[src/rtl/csidh_key_sampler_if.sv]
// Entropy nibble stream between the random source (master) and the key sampler (slave).
interface csidh_key_sampler_if #(
  parameter int unsigned E_W = 4
) ();
  logic           rnd_valid;
  logic [E_W-1:0] rnd_data;
  logic           rnd_ready;

  modport master (output rnd_valid, output rnd_data, input rnd_ready);
  modport slave  (input rnd_valid, input rnd_data, output rnd_ready);
endinterface

[src/rtl/csidh_key_sampler.sv]
// CSIDH private-exponent sampler: rejection-samples one exponent in [-MAX_E, MAX_E] per prime.
// Optional macro KEY_SAMPLER_REJECT_CNT_EN adds a saturating 16-bit rejected-beat counter.
module csidh_key_sampler #(
  parameter int unsigned NUM_PRIMES = 74,
  parameter int unsigned E_W        = 4,
  parameter int unsigned MAX_E      = 5
) (
  input  logic                       clk,
  input  logic                       rst,
  input  logic                       start_i,
  csidh_key_sampler_if.slave         rnd,
  output logic [NUM_PRIMES*E_W-1:0]  private_o,
  output logic                       key_valid_o,
  output logic                       busy_o,
`ifdef KEY_SAMPLER_REJECT_CNT_EN
  output logic [15:0]                reject_cnt_o,
`endif
  output logic                       done_o
);

  localparam int unsigned     IdxW    = (NUM_PRIMES > 1) ? $clog2(NUM_PRIMES) : 1;
  localparam logic [IdxW-1:0] LastIdx = IdxW'(NUM_PRIMES - 1);
  localparam logic [E_W-1:0]  MaxV    = E_W'(2 * MAX_E);
  localparam logic [E_W-1:0]  Off     = E_W'(MAX_E);

  localparam logic [1:0] StIdle   = 2'd0;
  localparam logic [1:0] StSample = 2'd1;
  localparam logic [1:0] StLoad   = 2'd2;

  logic [1:0]                state_q, state_d;
  logic [IdxW-1:0]           idx_q, idx_d;
  logic [NUM_PRIMES*E_W-1:0] work_q, work_d;
  logic [NUM_PRIMES*E_W-1:0] priv_q, priv_d;
  logic                      kv_q, kv_d;
  logic                      accept, reject;

  assign accept = rnd.rnd_valid && (state_q == StSample);
  assign reject = accept && (rnd.rnd_data > MaxV);

  always_comb begin
    state_d = state_q;
    idx_d   = idx_q;
    work_d  = work_q;
    priv_d  = priv_q;
    kv_d    = kv_q;
    case (state_q)
      StIdle: begin
        if (start_i) begin
          state_d = StSample;
          idx_d   = '0;
          kv_d    = 1'b0;
        end
      end
      StSample: begin
        if (accept && !reject) begin
          // Offset maps 0..2*MAX_E onto -MAX_E..MAX_E in two's complement.
          work_d[idx_q*E_W +: E_W] = rnd.rnd_data - Off;
          idx_d = idx_q + 1'b1;
          if (idx_q == LastIdx) state_d = StLoad;
        end
      end
      StLoad: begin
        priv_d  = work_q;
        kv_d    = 1'b1;
        state_d = StIdle;
      end
      default: state_d = StIdle;
    endcase
  end

  always_ff @(posedge clk) begin
    if (rst) begin
      state_q <= StIdle;
      idx_q   <= '0;
      work_q  <= '0;
      priv_q  <= '0;
      kv_q    <= 1'b0;
    end else begin
      state_q <= state_d;
      idx_q   <= idx_d;
      work_q  <= work_d;
      priv_q  <= priv_d;
      kv_q    <= kv_d;
    end
  end

`ifdef KEY_SAMPLER_REJECT_CNT_EN
  logic [15:0] rcnt_q;

  always_ff @(posedge clk) begin
    if (rst) begin
      rcnt_q <= '0;
    end else if (state_q == StIdle && start_i) begin
      rcnt_q <= '0;
    end else if (reject && rcnt_q != 16'hFFFF) begin
      rcnt_q <= rcnt_q + 16'd1;
    end
  end

  assign reject_cnt_o = rcnt_q;
`endif

  assign rnd.rnd_ready = (state_q == StSample);
  assign busy_o        = (state_q == StSample);
  assign done_o        = (state_q == StLoad);
  assign private_o     = priv_q;
  assign key_valid_o   = kv_q;

endmodule

[src/flat_wrapper.sv]
// flat-port wrapper written by rule: the top's interface ports become plain ports
module csidh_key_sampler_flat 
#(
  parameter int unsigned NUM_PRIMES = 74,
  parameter int unsigned E_W        = 4,
  parameter int unsigned MAX_E      = 5
)
  (clk, rst, start_i, private_o, key_valid_o, busy_o, done_o, rnd_rnd_valid, rnd_rnd_data, rnd_rnd_ready);
  csidh_key_sampler_if #(.E_W(E_W)) rnd_i ();
  input  logic clk;
  input  logic rst;
  input  logic start_i;
  output logic [NUM_PRIMES*E_W-1:0] private_o;
  output logic key_valid_o;
  output logic busy_o;
  output logic done_o;
  input wire logic [$bits(rnd_i.rnd_valid)-1:0] rnd_rnd_valid;
  input wire logic [$bits(rnd_i.rnd_data)-1:0] rnd_rnd_data;
  output wire logic [$bits(rnd_i.rnd_ready)-1:0] rnd_rnd_ready;
  assign rnd_i.rnd_valid = rnd_rnd_valid;
  assign rnd_i.rnd_data = rnd_rnd_data;
  assign rnd_rnd_ready = rnd_i.rnd_ready;
  csidh_key_sampler #(.NUM_PRIMES(NUM_PRIMES), .E_W(E_W), .MAX_E(MAX_E)) u_core (.clk(clk), .rst(rst), .start_i(start_i), .rnd(rnd_i), .private_o(private_o), .key_valid_o(key_valid_o), .busy_o(busy_o), .done_o(done_o));
endmodule
[config.mk]
export PLATFORM = sky130hd
export DESIGN_NAME = csidh_key_sampler_flat
export DESIGN_NICKNAME = d
export VERILOG_FILES = /design/src/rtl/csidh_key_sampler_if.sv /design/src/rtl/csidh_key_sampler.sv /design/src/flat_wrapper.sv
export SDC_FILE = /design/constraint.sdc
export NUM_CORES = 1
export LEC_CHECK = 0
export CORE_ASPECT_RATIO = 0.75
export CORE_UTILIZATION = 50
export DETAILED_ROUTE_END_ITERATION = 16
export PLACE_DENSITY = 0.73
export RECOVER_POWER = 50
export SLEW_MARGIN = 10
export SYNTH_ARGS = -nofsm -noshare
export SYNTH_HDL_FRONTEND = slang
export SYNTH_SLANG_ARGS = --single-unit
[constraint.sdc]
create_clock -name clk -period 10.6 [get_ports clk]
set_input_delay 1.06 -clock clk [delete_from_list [all_inputs] [get_ports clk]]
set_output_delay 1.06 -clock clk [all_outputs]
set_load 0.02 [all_outputs]
==> impl_metrics.tcl <==
set metrics [dict create \
    cts_num_sinks 602 \
    gp_congestion 0.8986 \
    synth.yosys.seq_area_share 0.5126 \
    postCtsSetupBuffers 0 \
    die_area_um2 47900 \
    root_buffer "clkbuf_16" \
    cts_resized 0 \
    fmax_mhz 144.2 \
    synthCells 2750 \
    power_density_nw_per_um2 152.7 \
    grt_pass1_vias 19020 \
    route.vias.total 19960 \
    endpoint_kind "flop" \
    synth-compound-area-share 0.07615 \
    timing.critical_path.required_ps 11150 \
    drt-initial-drc-count 1714 \
    whs_path_depth 2 \
    synth.top_cell.area_share 0.5126 \
    tns_ps 0 \
    drv_slew 305 \
    synth_xor_area_frac 0.002608 \
    maxSlewHeadroom -1.851 \
    p_switching_w 0.0009527 \
    initial_core_util 0.5089 \
    antenna_found_initial 1 \
    setup_viol 0 \
    yosysMostFrequentCell "nand2_1" \
    hold_viol 0 \
    fin_skew_ps 21.68 \
    ant_nets 0 \
    regArea_um2 12050 \
    ff2ff_setup_slack_ps 3670 \
    grt_pass1_wl_mm 107.7 \
    violations "max-capacitance violations, max-slew violations" \
    cts_tree "done" \
    r2r_cells 5 \
    synth_top_family_by_area "simple AND/OR/NAND/NOR gates" \
    yosys-top-cells-area "dfxtp_1 (51%), nand2_1 (17%), mux2i_1 (12%)" \
    clockBufferDepth 3 \
    worst_slew_pin_slew_ps 4277 \
    drv_cap 4 \
    htree_levels 2 \
    die_h_um 189.8 \
    synthTopCellsByCount "nand2_1 (1078), dfxtp_1 (602), a21oi_1 (313), mux2i_1 (289), clkbuf_1 (159)" \
    fin_ws_ps 3665 \
    numCtsBuffers 56 \
    async_flop_share 0 \
    combPwrFrac 0.022 \
    drc 0 \
    critPathMaxFanout 101 \
    multi_input_area_um2 10680 \
    grt_max_degree 237 \
    rsz0062_at_grt "false" \
    swShare 0.2167 \
    clk_pin_slew_ps 60 \
    yosys.area_share.simple 0.2462 \
    pwr-share-clk 0.463 \
    routed_wl_mm 70.62 \
    syn_area_per_cell_um2 8.550 \
    hold_path_class "reg2reg" \
    finalNetCount 2971 \
    track_usage 0.2876 \
    yosysTopAreaCell "dfxtp_1" \
    period_share 0.6542 \
    synth_edf_count 0 \
    grt_overflow 0 \
    n_fill_cell 3859 \
    r2r-start "u_core.state_q[1]" \
    yosysWarnings 0 \
    yosysUniqueCellTypes 55 \
    syn_area_um2 23510 \
    routedWlPerCell_um 19.46 \
    dr.pass1.iters 5 \
    worstPathArrival_ps 7480 \
    synth_fa_ha_area_frac 0.003193 \
    drive_gt1_frac 0.06876 \
    leakagePower_nw 10.28 \
    vdd_drop_max_mv 0.1182 \
    clkLatencyLatePin_ps 620 \
    area_delta_synth_final_pct 22.42 \
    power_frac_seq 0.515 \
    min_to "u_core.private_o[260]" \
    synth-seq-cells 602 \
    power_w 0.004396 \
    muxShareOfSynthArea 0.1230 \
    hold_start "u_core.work_q[260]" \
    die_w_um 252.4 \
    startpoint_type "flop" \
    coreArea_um2 46200 \
    internal_power_w 0.003443 \
    synth_nets 2764 \
    fin_crit_ps 6935 \
    crit_type "reg2reg" \
    dp_hpwl_mm 48.32 \
    worstReg2RegEnd "u_core.private_o[64]" \
    viasPerCell 5.501 \
    rows 68 \
    ys.flop_type "dfxtp_1" \
    cts_hold_buffers 0 \
    portBuffers 307 \
    pre_cts_slack_ps 5609 \
    boundaryPins 308 \
    status "finished with violations" \
]
[layout make-up]
| type | instances | area share |
|---|---|---|
| flip-flops and latches | 602 | 0.4187 |
| multi-input cells | 1942 | 0.3710 |
| repair buffers | 346 | 0.1172 |
| clock buffers | 78 | 0.05647 |
| well taps | 630 | 0.02739 |
| clock inverters | 19 | 0.007520 |
| inverters | 9 | 0.001478 |
| diodes | 3 | 0.0002608 |
[flip-flops by register name, summed over array words and instances (netlist names)]
name	flops
u_core.key_valid_o	1
u_core.private_o	296
u_core.idx_q	7
u_core.work_q	296
u_core.state_q	2
[per-stage QoR]
step | cell area [um^2] | util | hold WS [ps] | cells
after floorplan | 23510 | - | 431.6 | 2750
after global routing | 28780 | 0.6228 | 458.2 | 3626
after CTS | 28780 | 0.6229 | 439.8 | 3626
final | 28780 | 0.6230 | 437.8 | 3629
after detailed placement | 26940 | 0.5830 | 444.3 | 3529
after global placement | 26930 | 0.5829 | 437.2 | 3529
[how the worst max path moves through the flow]
stage | depth (start not counted) | to | from | slack [ps]
after global routing | 5 | u_core.private_o[64] | u_core.state_q[1] | 3110
after global placement | 9 | u_core.work_q[43] | rnd_rnd_data[0] | 5640
final | 5 | u_core.private_o[64] | u_core.state_q[1] | 3670
after CTS | 10 | u_core.work_q[40] | u_core.idx_q[1] | 6130
after floorplan | 13 | u_core.work_q[191] | u_core.idx_q[0] | 6950
after detailed placement | 9 | u_core.work_q[41] | rnd_rnd_data[0] | 5610
[critical path: stages (launching register included)]
cell	delay (ps)
dfxtp_1	410
nand2b_4	410
clkinvlp_2	1950
clkbuf_1	3090
nand2_1	610
a21oi_1	300
[layer usage]
| layer | vias up | share of wire | global-route usage |
|---|---|---|---|
| met3 | 142 | 0.082 | 0.06143 |
| met5 | - | 0 | 0 |
| met4 | 0 | 0.029 | 0.09953 |
| met2 | 695 | 0.45 | 0.4390 |
| met1 | 9628 | 0.44 | 0.4017 |
| li1 | 9497 | - | - |
[kinds of logic (layout without fill, tap and decap cells)]
logic type                 after synthesis  after routing
AOI/OAI and AO/OA                      344            344
xor gates and xnor gates                 7              7
adders and majority gates                6              6
buffers and inverters                  206            452
DFF                                    602            602
muxes                                  289            289
other                                    0              3
and+or+nand+nor                       1296           1296
[power by group through the flow]
stage / combinational [W] / clock (W) / sequential, W
finish: 0.0000983 / 0.00203 / 0.00226
global route: 0.000105 / 0.00216 / 0.00226
CTS: 0.0000972 / 0.00206 / 0.00226
detailed placement: 0.0000969 / 0 / 0.00231
global placement: 0.0000958 / 0 / 0.00231
floorplan: 0.0000694 / 0 / 0.00231
[layout by cell type (no fill, tap or decap), types with 5 or more instances in the layout]
master,synthesis,final
clkinv_2,0,9
or4_1,15,15
nand2b_1,7,6
nor4_4,20,20
nand3_1,31,30
nand4_1,6,6
mux2i_1,289,289
nand2_1,1078,1078
clkbuf_1,159,12
or2_2,5,5
nor3_2,28,32
nor2_1,23,22
clkbuf_8,0,12
o31ai_1,6,6
clkbuf_16,0,57
a21oi_1,313,311
or3_1,9,9
o21ai_0,8,8
dfxtp_1,602,602
buf_4,3,35
nor3_1,37,33
nor3_4,6,6
dlygate4sd3_1,0,298
clkdlybuf4s50_1,0,8
inv_1,8,7
ha_1,6,6
No activity file was read; power rests on OpenSTA's default activity.
